==> config.mk <==
export PLATFORM = sky130hd
export DESIGN_NAME = sid_write_sequencer
export DESIGN_NICKNAME = d
export VERILOG_FILES = /design/src/rtl/sid_write_sequencer.sv
export SDC_FILE = /design/constraint.sdc
export NUM_CORES = 1
export LEC_CHECK = 0
export ABC_CLOCK_PERIOD_IN_PS = 5200
export CORE_MARGIN = 2
export CORE_UTILIZATION = 34
export CTS_CLUSTER_DIAMETER = 40
export DETAILED_ROUTE_END_ITERATION = 10
export GPL_TIMING_DRIVEN = 0
export PLACE_DENSITY = 0.45
export SLEW_MARGIN = 20
export SYNTH_ARGS = -nofsm -noshare
export SYNTH_HDL_FRONTEND = slang
export SYNTH_SLANG_ARGS = --single-unit
==> constraint.sdc <==
create_clock -name clk -period 5.2 [get_ports clk]
set_input_delay 0.78 -clock clk [delete_from_list [all_inputs] [get_ports clk]]
set_output_delay 0.78 -clock clk [all_outputs]
set_load 0.1 [all_outputs]
==> src/rtl/sid_write_sequencer.sv <==
// Command-stream sequencer for the SID register write bus: buffers host commands
// in a FIFO and replays writes, timed waits and full-register clears with fixed spacing.
module sid_write_sequencer #(
  parameter int FIFO_DEPTH = 16,
  parameter int WRITE_GAP  = 4,
  parameter int NUM_REGS   = 25
) (
  input  logic                          clk,
  input  logic                          iRstN,
  input  logic                          clkEn,
  input  logic [23:0]                   iCmd,
  input  logic                          iCmdValid,
  output logic                          oCmdReady,
  output logic                          oWE,
  output logic [4:0]                    oAddr,
  output logic [7:0]                    oData,
  output logic                          oBusy,
  output logic [$clog2(FIFO_DEPTH):0]   oLevel,
  output logic                          oDropped
);

  localparam int AW = $clog2(FIFO_DEPTH);
  localparam int LW = AW + 1;
  localparam int GW = (WRITE_GAP < 2) ? 1 : $clog2(WRITE_GAP + 1);
  localparam logic [4:0]    LAST_IDX  = 5'(NUM_REGS - 1);
  localparam logic [GW-1:0] GAP_FULL  = GW'(WRITE_GAP);
  localparam logic [GW-1:0] GAP_CLEAR = GW'(WRITE_GAP - 1);

  typedef enum logic [2:0] {
    S_IDLE,
    S_EXEC,
    S_GAP,
    S_WAIT,
    S_CLR
  } state_t;

  // Only the opcode and the low 16 argument bits carry meaning; bits [21:16] never do.
  logic [17:0]   mem [FIFO_DEPTH];
  logic [AW-1:0] wrPtr;
  logic [AW-1:0] rdPtr;
  logic [LW-1:0] level;
  logic          push;
  logic          pop;
  logic          unusedCmdBits;

  state_t        state;
  logic [1:0]    cmdOp;
  logic [15:0]   cmdArg;
  logic [15:0]   waitCnt;
  logic [GW-1:0] gapCnt;
  logic [4:0]    clrIdx;
  logic          inClr;

  assign unusedCmdBits = ^iCmd[21:16];

  // Valid/ready: a command transfers on any posedge where iCmdValid and oCmdReady
  // are both high; iCmdValid while full is simply ignored.
  assign oCmdReady = iRstN & (level != LW'(FIFO_DEPTH));
  assign push      = iCmdValid & oCmdReady;
  assign pop       = (state == S_IDLE) & (level != '0);
  assign oLevel    = level;
  assign oBusy     = iRstN & ((level != '0) | (state != S_IDLE));

  always_ff @(posedge clk) begin
    if (push) begin
      mem[wrPtr] <= {iCmd[23:22], iCmd[15:0]};
    end
  end

  always_ff @(posedge clk) begin
    if (!iRstN) begin
      wrPtr <= '0;
      rdPtr <= '0;
      level <= '0;
    end else begin
      if (push) wrPtr <= wrPtr + 1'b1;
      if (pop)  rdPtr <= rdPtr + 1'b1;
      case ({push, pop})
        2'b10:   level <= level + 1'b1;
        2'b01:   level <= level - 1'b1;
        default: level <= level;
      endcase
    end
  end

  // CLEAR gaps are one shorter because the CLR cycle itself is a bus-idle clock,
  // so every pulse is still followed by WRITE_GAP idle clocks.
  always_ff @(posedge clk) begin
    if (!iRstN) begin
      state    <= S_IDLE;
      cmdOp    <= '0;
      cmdArg   <= '0;
      waitCnt  <= '0;
      gapCnt   <= '0;
      clrIdx   <= '0;
      inClr    <= 1'b0;
      oWE      <= 1'b0;
      oAddr    <= '0;
      oData    <= '0;
      oDropped <= 1'b0;
    end else begin
      oWE      <= 1'b0;
      oDropped <= 1'b0;
      case (state)
        S_IDLE: begin
          if (level != '0) begin
            cmdOp  <= mem[rdPtr][17:16];
            cmdArg <= mem[rdPtr][15:0];
            state  <= S_EXEC;
          end
        end
        S_EXEC: begin
          case (cmdOp)
            2'b00: begin
              oAddr  <= cmdArg[12:8];
              oData  <= cmdArg[7:0];
              oWE    <= 1'b1;
              gapCnt <= GAP_FULL;
              state  <= S_GAP;
            end
            2'b01: begin
              waitCnt <= cmdArg;
              state   <= S_WAIT;
            end
            2'b10: begin
              clrIdx <= '0;
              inClr  <= 1'b1;
              state  <= S_CLR;
            end
            default: begin
              oDropped <= 1'b1;
              state    <= S_IDLE;
            end
          endcase
        end
        S_GAP: begin
          if (gapCnt == '0) begin
            state <= inClr ? S_CLR : S_IDLE;
          end else begin
            gapCnt <= gapCnt - 1'b1;
          end
        end
        S_WAIT: begin
          if (waitCnt == '0) begin
            state <= S_IDLE;
          end else if (clkEn) begin
            waitCnt <= waitCnt - 1'b1;
          end
        end
        S_CLR: begin
          oAddr <= clrIdx;
          oData <= 8'h00;
          oWE   <= 1'b1;
          state <= S_GAP;
          if (clrIdx == LAST_IDX) begin
            inClr  <= 1'b0;
            gapCnt <= GAP_FULL;
          end else begin
            clrIdx <= clrIdx + 1'b1;
            gapCnt <= GAP_CLEAR;
          end
        end
        default: state <= S_IDLE;
      endcase
    end
  end

endmodule
==> flow_summary.yaml, run 1 <==
clock_network:
  post_cts_buffers: 0
  cts_buffer_depth: 3
  clock-root-buffer: "clkbuf_16"
  cts_htree_levels: 3
  cts_hold_buf: 0
  cts-buffers-inserted: 66
  cts_resized: 0
  cts.sinks: 362
  clk_latency_ns: 0.58
  clkTransAtPathRegs_ns: 0.04
  cts_tree: "done"
setup_path:
  critPathArrivalTime_ns: 3.75
  crit_family: "buffers and inverters"
  rr_worst_depth: 12
  reg2reg_slack_ns: 1.92
  cp-startpoint: "iRstN"
  reg2reg_from: "oLevel[2]"
  critical_path.max_stage_delay_ns: 1.01
  cp-start-kind: "primary input"
  worstPathMaxFanout: 10
  worstSetupEndpointType: "primary output"
  critical_path_depth: 6
  crit_chain: "clkdlybuf4s50_1 -> inv_1 -> clkbuf_1 -> buf_1 -> a21oi_1 -> clkdlybuf4s50_1"
  crit_path_end: "oCmdReady"
  cp_common_cell: "clkdlybuf4s50_1"
  worstPathRequired_ns: 4.42
  crit_type: "in -> out"
  regToRegEndpoint: "oLevel[4]"
  path_buf_inv: 5
  slowest_stage: "clkdlybuf4s50_1"
timing:
  layout_setup_ws_ns: 0.674
  period_share_pct: 87.0
  timing.fmax_mhz: 221
  final_hold_viol_count: 0
  tightest_slew_ns: 0.979
  slew_headroom_pct: 34.5
  clock_skew_ns: 0.0308
  slew_viol_final: 0
  grt_setup_unrepaired: "no"
  period_needed_ns: 4.53
  setup_viol: 0
floorplanning:
  die_area_um2: 45200
  core_area_um2: 43000
  die_h_um: 213
  die_w_um: 213
  io_pins: 50
  rows: 76
  initial_core_util_pct: 34.4
power:
  ir_worst_vdd_uv: 242
  power_switching_mw: 2.74
  p_leak_nw: 5.98
  p_clk_share_pct: 43.7
  p_seq_share_pct: 35.8
  swShare_pct: 29.0
  p_per_area_nw_per_um2: 514
  power_frac_comb_pct: 20.5
  totalPowerFinal_mw: 9.44
  internal_power_mw: 6.70
final_layout:
  diodes: 0
  nFillCells: 3909
  fin_nets: 1059
  layout-drive-gt1-share_pct: 24.1
  area_growth_pct: 24.1
synthesis:
  synth_compound_area_share_pct: 7.14
  ys_warn_count: 0
  synthMuxAreaShare_pct: 13.3
  synth.most_common_cell: "edfxtp_1"
  yosysTopAreaCellShare_pct: 58.4
  synth_area_leaders: "edfxtp_1 (58%), mux4_2 (11%), dfxtp_1 (10%)"
  postSynthCellCount: 894
  synth_seq_area_share_pct: 68.4
  synthFlopType: "edfxtp_1"
  synth_top_family_by_area: "multiplexers"
  yosysTopAreaCell: "edfxtp_1"
  netlist_area_um2: 14800
  synth_common_cells: "edfxtp_1 (288), dfxtp_1 (74), mux4_2 (72)"
  synth_edf_count: 288
  synth-seq-cells: 362
  synthAdderAreaFrac_pct: 1.27
  synthDistinctLibCells: 64
  syn-num-nets: 937
  synthSimpleGateAreaFrac_pct: 6.51
  async_flop_share_pct: 0
  synth_xor_area_share_pct: 0.769
  synth_area_per_cell_um2: 16.6
route:
  drc: 0
  dr.pass1.iters: 5
  drt_wl_total_mm: 35.6
  wire_per_inst_um: 21.5
  drtIter0Drc: 403
  num_vias: 8125
  antenna_left: 0
  routed_via_density: 4.92
global_route:
  antenna_found_initial: 0
  grt_pass1_wl_mm: 53.3
  grt_max_degree: 19
  grt_overflow_total: 0
  grt_pass1_vias: 8539
  track_usage_pct: 16.3
worst_hold_path:
  holdCritPathClass: "reg -> reg"
outcome:
  status: "finished clean"
placed_design:
  pre_cts_ws_ns: 0.598
  place_congestion: 0.757
  hpwlAfterDp_mm: 22.9
  io_buffer_count: 43
job:
  drv_cap: 0
==> cell usage in the layout, fill, tap and decap left out, drive strengths merged, types with 4 or more instances in the layout <==
| master | n |
|---|---|
| bufinv | 4 |
| o211ai | 9 |
| a21o | 8 |
| mux4 | 72 |
| nand3 | 5 |
| or3 | 5 |
| buf | 48 |
| nand2b | 8 |
| o211a | 4 |
| mux2i | 34 |
| nor3b | 4 |
| nor2 | 61 |
| nand2 | 36 |
| a21oi | 45 |
| o31ai | 9 |
| nor2b | 23 |
| nor3 | 14 |
| nand4 | 4 |
| inv | 24 |
| ha | 15 |
| edfxtp | 288 |
| nor4 | 6 |
| o21ai | 12 |
| a22oi | 5 |
| a211oi | 24 |
| clkdlybuf4s50 | 43 |
| xor2 | 11 |
| nand3b | 4 |
| a22o | 18 |
| dfxtp | 74 |
| clkbuf | 102 |
| clkinv | 21 |
==> worst min-delay path, stage by stage, from the launching register on <==
cell and delay [ns]:
dfxtp_1 0.31, o21ai_2 0.06, a21oi_2 0.05
==> layer usage <==
metal	track usage (%)	share of wire (%)	vias up
li1	-	-	3782
met1	21.3	45	4140
met2	27.1	49	140
met3	3.44	3.7	63
met4	5.45	2.4	0
met5	0	0	-
==> power groups by stage <==
stage                     registers (mW)  logic, mW  clock network (mW)
after floorplan                     3.57       1.28                   0
after global placement              3.44       1.95                   0
after detailed placement            3.44       1.96                   0
after CTS                           3.38       1.97                4.21
after global routing                3.40       2.11                4.35
final                               3.38       1.94                4.12
==> sequential cells by signal (all words and copies together) (netlist names), 2 cells and up <==
name	flops
clrIdx	5
mem	288
oAddr	5
oData	8
waitCnt	16
cmdArg	16
oLevel	5
wrPtr	4
cmdOp	2
state	3
rdPtr	4
gapCnt	3
==> layout make-up <==
type	instances	area (µm²)	share of cell area, %
sequential	362	10100	55.1
multi-input combinational	462	4390	23.9
clock buffer	84	1790	9.75
tap	585	732	3.98
timing repair buffer	54	573	3.12
clock inverter	36	365	1.99
buffer	55	332	1.80
inverter	15	56.3	0.306
==> kinds of logic (layout without fill, tap and decap cells) <==
| family | count (synthesis) | count (layout) |
|---|---|---|
| simple gates | 181 | 181 |
| compound gates | 147 | 147 |
| xor+xnor | 13 | 13 |
| flops | 362 | 362 |
| mux | 106 | 106 |
| fa+ha+maj | 15 | 15 |
| buf+inv | 70 | 244 |
==> stage by stage <==
step	std cells	instance area, µm²	TNS (ns)	util (%)	hold slack (ns)
floorplan	894	14800	0	-	0.441
global placement	1522	16000	-18.55	37.1	0.454
detailed placement	1533	16200	0	37.7	0.462
CTS	1653	18400	0	42.7	0.469
global route	1653	18400	0	42.7	0.483
finish	1653	18400	0	42.7	0.469
==> worst min path at each step <==
stage | slack [ns] | endpoint | depth (start not counted) | start
floorplan | 0.44 | waitCnt[9] | 2 | waitCnt[9]
global placement | 0.45 | waitCnt[9] | 2 | waitCnt[9]
detailed placement | 0.46 | waitCnt[9] | 2 | waitCnt[9]
CTS | 0.47 | waitCnt[9] | 2 | waitCnt[9]
global route | 0.48 | waitCnt[9] | 2 | waitCnt[9]
finish | 0.47 | waitCnt[9] | 2 | waitCnt[9]
(Power assumes the default switching activity.)
==> inputs of run 2 (changes only) <==
--- a/config.mk
+++ b/config.mk
@@ -11,7 +11,7 @@
 export CTS_CLUSTER_DIAMETER = 40
 export DETAILED_ROUTE_END_ITERATION = 10
 export GPL_TIMING_DRIVEN = 0
-export PLACE_DENSITY = 0.45
+export PLACE_DENSITY = 0.49
 export SLEW_MARGIN = 20
 export SYNTH_ARGS = -nofsm -noshare
 export SYNTH_HDL_FRONTEND = slang
==> run 2 against run 1 <==
Against the previous run:
- sequential power about the same
- global-route usage is 0.29 points lower
- critical path depth stayed put
- register-to-register slack better by 0.02 ns
- die area unchanged
- via count rose by 0.32%
- maximum frequency down 0.80%
- highest routed layer unchanged
- utilization rose by 0.076 points
- clock-buffer cell count fell by 14
- critical endpoint unchanged
- clock skew decreased by 0.0051 ns
- first-iteration DRC count fell by 4.7%
==> flow_summary.yaml, run 2 (synthesized netlist as in run 1, its figures left out) <==
worst_hold_path:
  whs_path_depth: 2
  hold_start: "waitCnt[9]"
  holdCritPathClass: "reg -> reg"
setup_path:
  reg2reg_from: "oLevel[2]"
  critPathArrivalTime_ns: 3.78
  worstPathRequired_ns: 4.42
  cp-startpoint: "iRstN"
  cp-start-kind: "primary input"
  worstSetupEndpointType: "primary output"
  rr_worst_depth: 12
  regToRegEndpoint: "oLevel[4]"
  worstPathMaxFanout: 10
  crit_type: "in -> out"
  crit_path_end: "oCmdReady"
  reg2reg_slack_ns: 1.94
floorplanning:
  core_area_um2: 43000
  die_w_um: 213
  io_pins: 50
  die_h_um: 213
  die_area_um2: 45200
  rows: 76
  initial_core_util_pct: 34.4
global_route:
  grt_max_degree: 19
  antenna_found_initial: 0
  grt_pass1_wl_mm: 52.9
  grt_overflow_total: 0
  grt_pass1_vias: 8559
  track_usage_pct: 16.0
power:
  p_per_area_nw_per_um2: 515
  p_clk_share_pct: 44.0
  power_switching_mw: 2.73
  p_leak_nw: 6.00
  internal_power_mw: 6.75
  ir_worst_vdd_uv: 262
  swShare_pct: 28.8
  p_seq_share_pct: 35.6
  power_frac_comb_pct: 20.3
route:
  num_vias: 8151
  drc: 0
  wire_per_inst_um: 21.1
  drt_wl_total_mm: 34.8
  drtIter0Drc: 384
  dr.pass1.iters: 4
  antenna_left: 0
  wl_met1_mm: 15.6
  top_layer: "met4"
  routed_via_density: 4.95
  wl_met2_mm: 16.9
  wl_met3_mm: 1.48
final_layout:
  area_growth_pct: 24.4
  layout_common_cells: "edfxtp_1 (288), dfxtp_1 (74), mux4_2 (72), clkbuf_16 (62), nor2_1 (48)"
  post-route-util_pct: 42.8
  largest_register_ffs: 288
  largest-register: "mem"
  stdcell_count: 1647
  seqCellArea_um2: 10100
  multi_input_area_um2: 4380
  layout-drive-gt1-share_pct: 24.6
  layout_commonest_cell: "edfxtp_1"
  fin_nets: 1054
  nFillCells: 3862
  top_regs: "mem: 288 flops, cmdArg: 16 flops, waitCnt: 16 flops"
placed_design:
  io_buffer_count: 43
  place_congestion: 0.745
  post-place-cells: 1535
  hpwlAfterDp_mm: 22.5
clock_network:
  cts.sinks: 362
  clkTransAtPathRegs_ns: 0.05
  cts_htree_levels: 2
  post_cts_buffers: 0
  cts_buffer_depth: 3
  cts_hold_buf: 0
  cts-buffers-inserted: 59
  cts_tree: "done"
  clock-root-buffer: "clkbuf_16"
  clk_latency_ns: 0.61
  cts_resized: 0
timing:
  slew_viol_final: 0
  fin_tns_setup_ns: 0
  tightest_slew_ns: 0.978
  grt_setup_unrepaired: "no"
  slew_headroom_pct: 34.6
  setup_viol: 0
  clock_skew_ns: 0.0257
  timing.fmax_mhz: 219
  period_share_pct: 87.7
  final_hold_viol_count: 0
  period_needed_ns: 4.56
job:
  drv_cap: 0
outcome:
  status: "finished clean"
-- run 2: cell types whose count changed in the layout (fill, tap and decap cells not counted), sizes merged --
cell / before / now
buf: 48 / 50
bufinv: 4 / 9
clkbuf: 102 / 88
clkinv: 21 / 14
clkinvlp: 2 / 3
diode: 0 / 1
inv: 24 / 30
-- run 2: worst min path at each step --
| stage | slack, ns | endpoint |
|---|---|---|
| after floorplan | 0.44 | waitCnt[9] |
| after global placement | 0.45 | waitCnt[9] |
| after detailed placement | 0.45 | waitCnt[9] |
| after CTS | 0.46 | waitCnt[9] |
| after global routing | 0.48 | waitCnt[9] |
| final | 0.46 | waitCnt[9] |
-- run 2: area by class of cell --
cell class	instances	area share, %
inverters	15	0.306
clock buffers	70	8.81
multi-input cells	462	23.8
well taps	585	3.98
clock inverters	41	2.94
flip-flops and latches	362	55.0
diodes	1	0.0136
repair buffers	56	3.30
plain buffers	55	1.80
-- run 2: critical path: stages --
cell,delay [ns]
clkdlybuf4s50_1,0.47
inv_1,0.18
clkbuf_1,0.43
buf_1,0.77
a21oi_1,0.12
clkdlybuf4s50_1,1.02
-- run 2: power groups by stage --
stage / Combinational [mW] / Sequential [mW] / Clock [mW]
after floorplan: 1.28 / 3.57 / 0
after global placement: 1.93 / 3.44 / 0
after detailed placement: 1.96 / 3.44 / 0
after CTS: 1.96 / 3.38 / 4.26
after global routing: 2.10 / 3.39 / 4.39
final: 1.93 / 3.38 / 4.17
-- run 2: per-stage QoR --
| step | setup WS [ns] | instance area [µm²] | power (mW) | hold slack, ns |
|---|---|---|---|---|
| 6_report | 0.638 | 18400 | 9.48 | 0.458 |
| 5_1_grt | 0.464 | 18400 | 9.89 | 0.479 |
| 4_1_cts | 0.564 | 18400 | 9.60 | 0.458 |
| 3_5_place_dp | 0.579 | 16200 | 5.40 | 0.450 |
| 3_3_place_gp | -0.457 | 16000 | 5.37 | 0.451 |
| 2_1_floorplan | 1.33 | 14800 | 4.84 | 0.441 |
-- run 2: layer usage --
metal,global-route usage (%),vias to the layer above
met5,0,-
met4,5.93,0
met3,3.09,59
met2,26.4,164
met1,21.1,4131
li1,-,3797
==> inputs of run 3 (changes only) <==
--- a/config.mk
+++ b/config.mk
@@ -5,13 +5,13 @@
 export SDC_FILE = /design/constraint.sdc
 export NUM_CORES = 1
 export LEC_CHECK = 0
-export ABC_CLOCK_PERIOD_IN_PS = 5200
+export ABC_CLOCK_PERIOD_IN_PS = 4100
 export CORE_MARGIN = 2
 export CORE_UTILIZATION = 34
 export CTS_CLUSTER_DIAMETER = 40
 export DETAILED_ROUTE_END_ITERATION = 10
 export GPL_TIMING_DRIVEN = 0
-export PLACE_DENSITY = 0.49
+export PLACE_DENSITY = 0.51
 export SLEW_MARGIN = 20
 export SYNTH_ARGS = -nofsm -noshare
 export SYNTH_HDL_FRONTEND = slang
==> constraint.sdc (replaced) <==
create_clock -name clk -period 4.1 [get_ports clk]
set_input_delay 0.615 -clock clk [delete_from_list [all_inputs] [get_ports clk]]
set_output_delay 0.615 -clock clk [all_outputs]
set_load 0.1 [all_outputs]
==> run 3 against run 2 <==
Against the previous run:
- non-clock buffer count fell by 4
- register-to-register slack lost 1.1 ns
- critical path depth stayed put
- clock skew is 0.011 ns higher
- setup slack worse by 0.33 ns
- utilization decreased by 0.89 points
- sequential cell count did not move
- via count is 0.83% lower
==> flow_summary.yaml, run 3 (synthesized netlist as in run 1, its figures left out) <==
timing:
  clock_skew_ns: 0.0369
  final_hold_viol_count: 0
  layout_setup_ws_ns: 0.310
  timing.fmax_mhz: 264
  setup_viol: 0
  slew_viol_final: 0
  slew_headroom_pct: 33.2
  tightest_slew_ns: 0.999
  period_share_pct: 92.4
  grt_setup_unrepaired: "no"
  period_needed_ns: 3.79
setup_path:
  reg2reg_slack_ns: 0.86
  worstSetupEndpointType: "primary output"
  critPathArrivalTime_ns: 3.18
  worstPathMaxFanout: 10
  crit_type: "in -> out"
  cp-start-kind: "primary input"
  worstPathRequired_ns: 3.48
clock_network:
  clk_latency_ns: 0.60
  cts_hold_buf: 0
  clkTransAtPathRegs_ns: 0.05
  clock-root-buffer: "clkbuf_16"
  cts_buffer_depth: 3
  cts.sinks: 362
  cts-buffers-inserted: 52
  cts_htree_levels: 2
  cts_tree: "done"
global_route:
  grt_max_degree: 19
  track_usage_pct: 15.4
  grtUsageMet3_pct: 2.75
  grt_busiest_layer: "met2"
  met1_usage_pct: 21.0
  grt_pass1_vias: 8519
  grt_pass1_wl_mm: 51.9
  grt_overflow_total: 0
  gr-usage-met2_pct: 25.7
  antenna_found_initial: 0
floorplanning:
  rows: 76
  die_w_um: 213
  core_area_um2: 43000
  die_area_um2: 45200
  io_pins: 50
  die_h_um: 213
  initial_core_util_pct: 34.4
final_layout:
  nFillCells: 3901
  layout_common_cells: "edfxtp_1 (288), dfxtp_1 (74), mux4_2 (72), clkbuf_16 (52), nor2_1 (48)"
  largest-register: "mem"
  top_regs: "mem: 288 flops, cmdArg: 16 flops, waitCnt: 16 flops"
  layout-drive-gt1-share_pct: 23.5
  largest_register_ffs: 288
  area_growth_pct: 21.8
  diodes: 0
  layout_commonest_cell: "edfxtp_1"
  fin_nets: 1043
  post-route-util_pct: 41.9
placed_design:
  pre_cts_ws_ns: -0.161
  hpwlAfterDp_mm: 22.1
  io_buffer_count: 43
  place_congestion: 0.795
route:
  routed_via_density: 4.96
  drt_wl_total_mm: 33.9
  dr.pass1.iters: 5
  drtIter0Drc: 513
  num_vias: 8083
  drc: 0
  wire_per_inst_um: 20.8
  antenna_left: 0
power:
  ir_worst_vdd_uv: 324
  p_per_area_nw_per_um2: 633
  p_leak_nw: 5.79
outcome:
  status: "finished clean"
worst_hold_path:
  holdCritPathClass: "reg -> reg"
job:
  drv_cap: 0
## run 3: changes by cell type in the layout (fill, tap and decap cells not counted), moves of 2 or more
cell        before  now
inv_6           14    7
clkbuf_16       62   52
clkinv_2         6    4
clkbuf_8         4    0
buf_8            3    1
inv_8            0    2
buf_16           3    0
buf_4           13   11
clkinvlp_4       3    8
clkinv_4         4    7
buf_6            8   11
## run 3: worst paths after layout
path | from | endpoint | depth (start not counted)
setup reg to reg | oLevel[2] | oLevel[4] | 12
hold reg to reg | waitCnt[9] | waitCnt[9] | 2
hold / removal | waitCnt[9] | waitCnt[9] | 2
setup / recovery | iRstN | oCmdReady | 6
## run 3: routing by layer
layer,up-vias,wire length (µm)
li1,3751,-
met1,4112,15500
met2,168,16300
met3,52,1380
met4,0,582
met5,-,0
## run 3: layout make-up
type                    instances  area, µm²  share of cell area (%)
well taps                     585        732                    4.06
inverters                      15       56.3                   0.312
plain buffers                  55        338                    1.87
multi-input cells             462       4390                    24.4
repair buffers                 52        514                    2.85
clock inverters                41        549                    3.05
clock buffers                  56       1320                    7.30
flip-flops and latches        362      10100                    56.2
## run 3: critical path, cell delays in order
cell	delay [ns]
clkdlybuf4s50_1	0.56
inv_1	0.12
clkbuf_1	0.27
clkdlybuf4s15_1	0.63
a21oi_1	0.38
clkdlybuf4s15_2	0.60
## run 3: metrics by stage
stage	TNS, ns	area, µm²	hold slack [ns]	total power, mW	std cells
final	0	18000	0.463	11.4	1628
after global routing	0	18000	0.470	11.9	1628
after CTS	0	18000	0.460	11.6	1628
after detailed placement	-0.161	16200	0.452	6.84	1531
after global placement	-101.35	16000	0.455	6.80	1522
after floorplan	0	14800	0.441	6.14	894
## run 3: power breakdown
group          internal (mW)  leakage, nW  switching (mW)
sequential              4.13         3.20           0.156
clock                   2.90        0.881            1.79
combinational          0.993         1.71            1.45
total                   8.02         5.79            3.40
## run 3: what timing repair did
action,in CTS,in global routing
setup endpoints to repair,1,0
buffers inserted,0,0
endpoints found under the hold margin,0,0
resized for setup,4,0
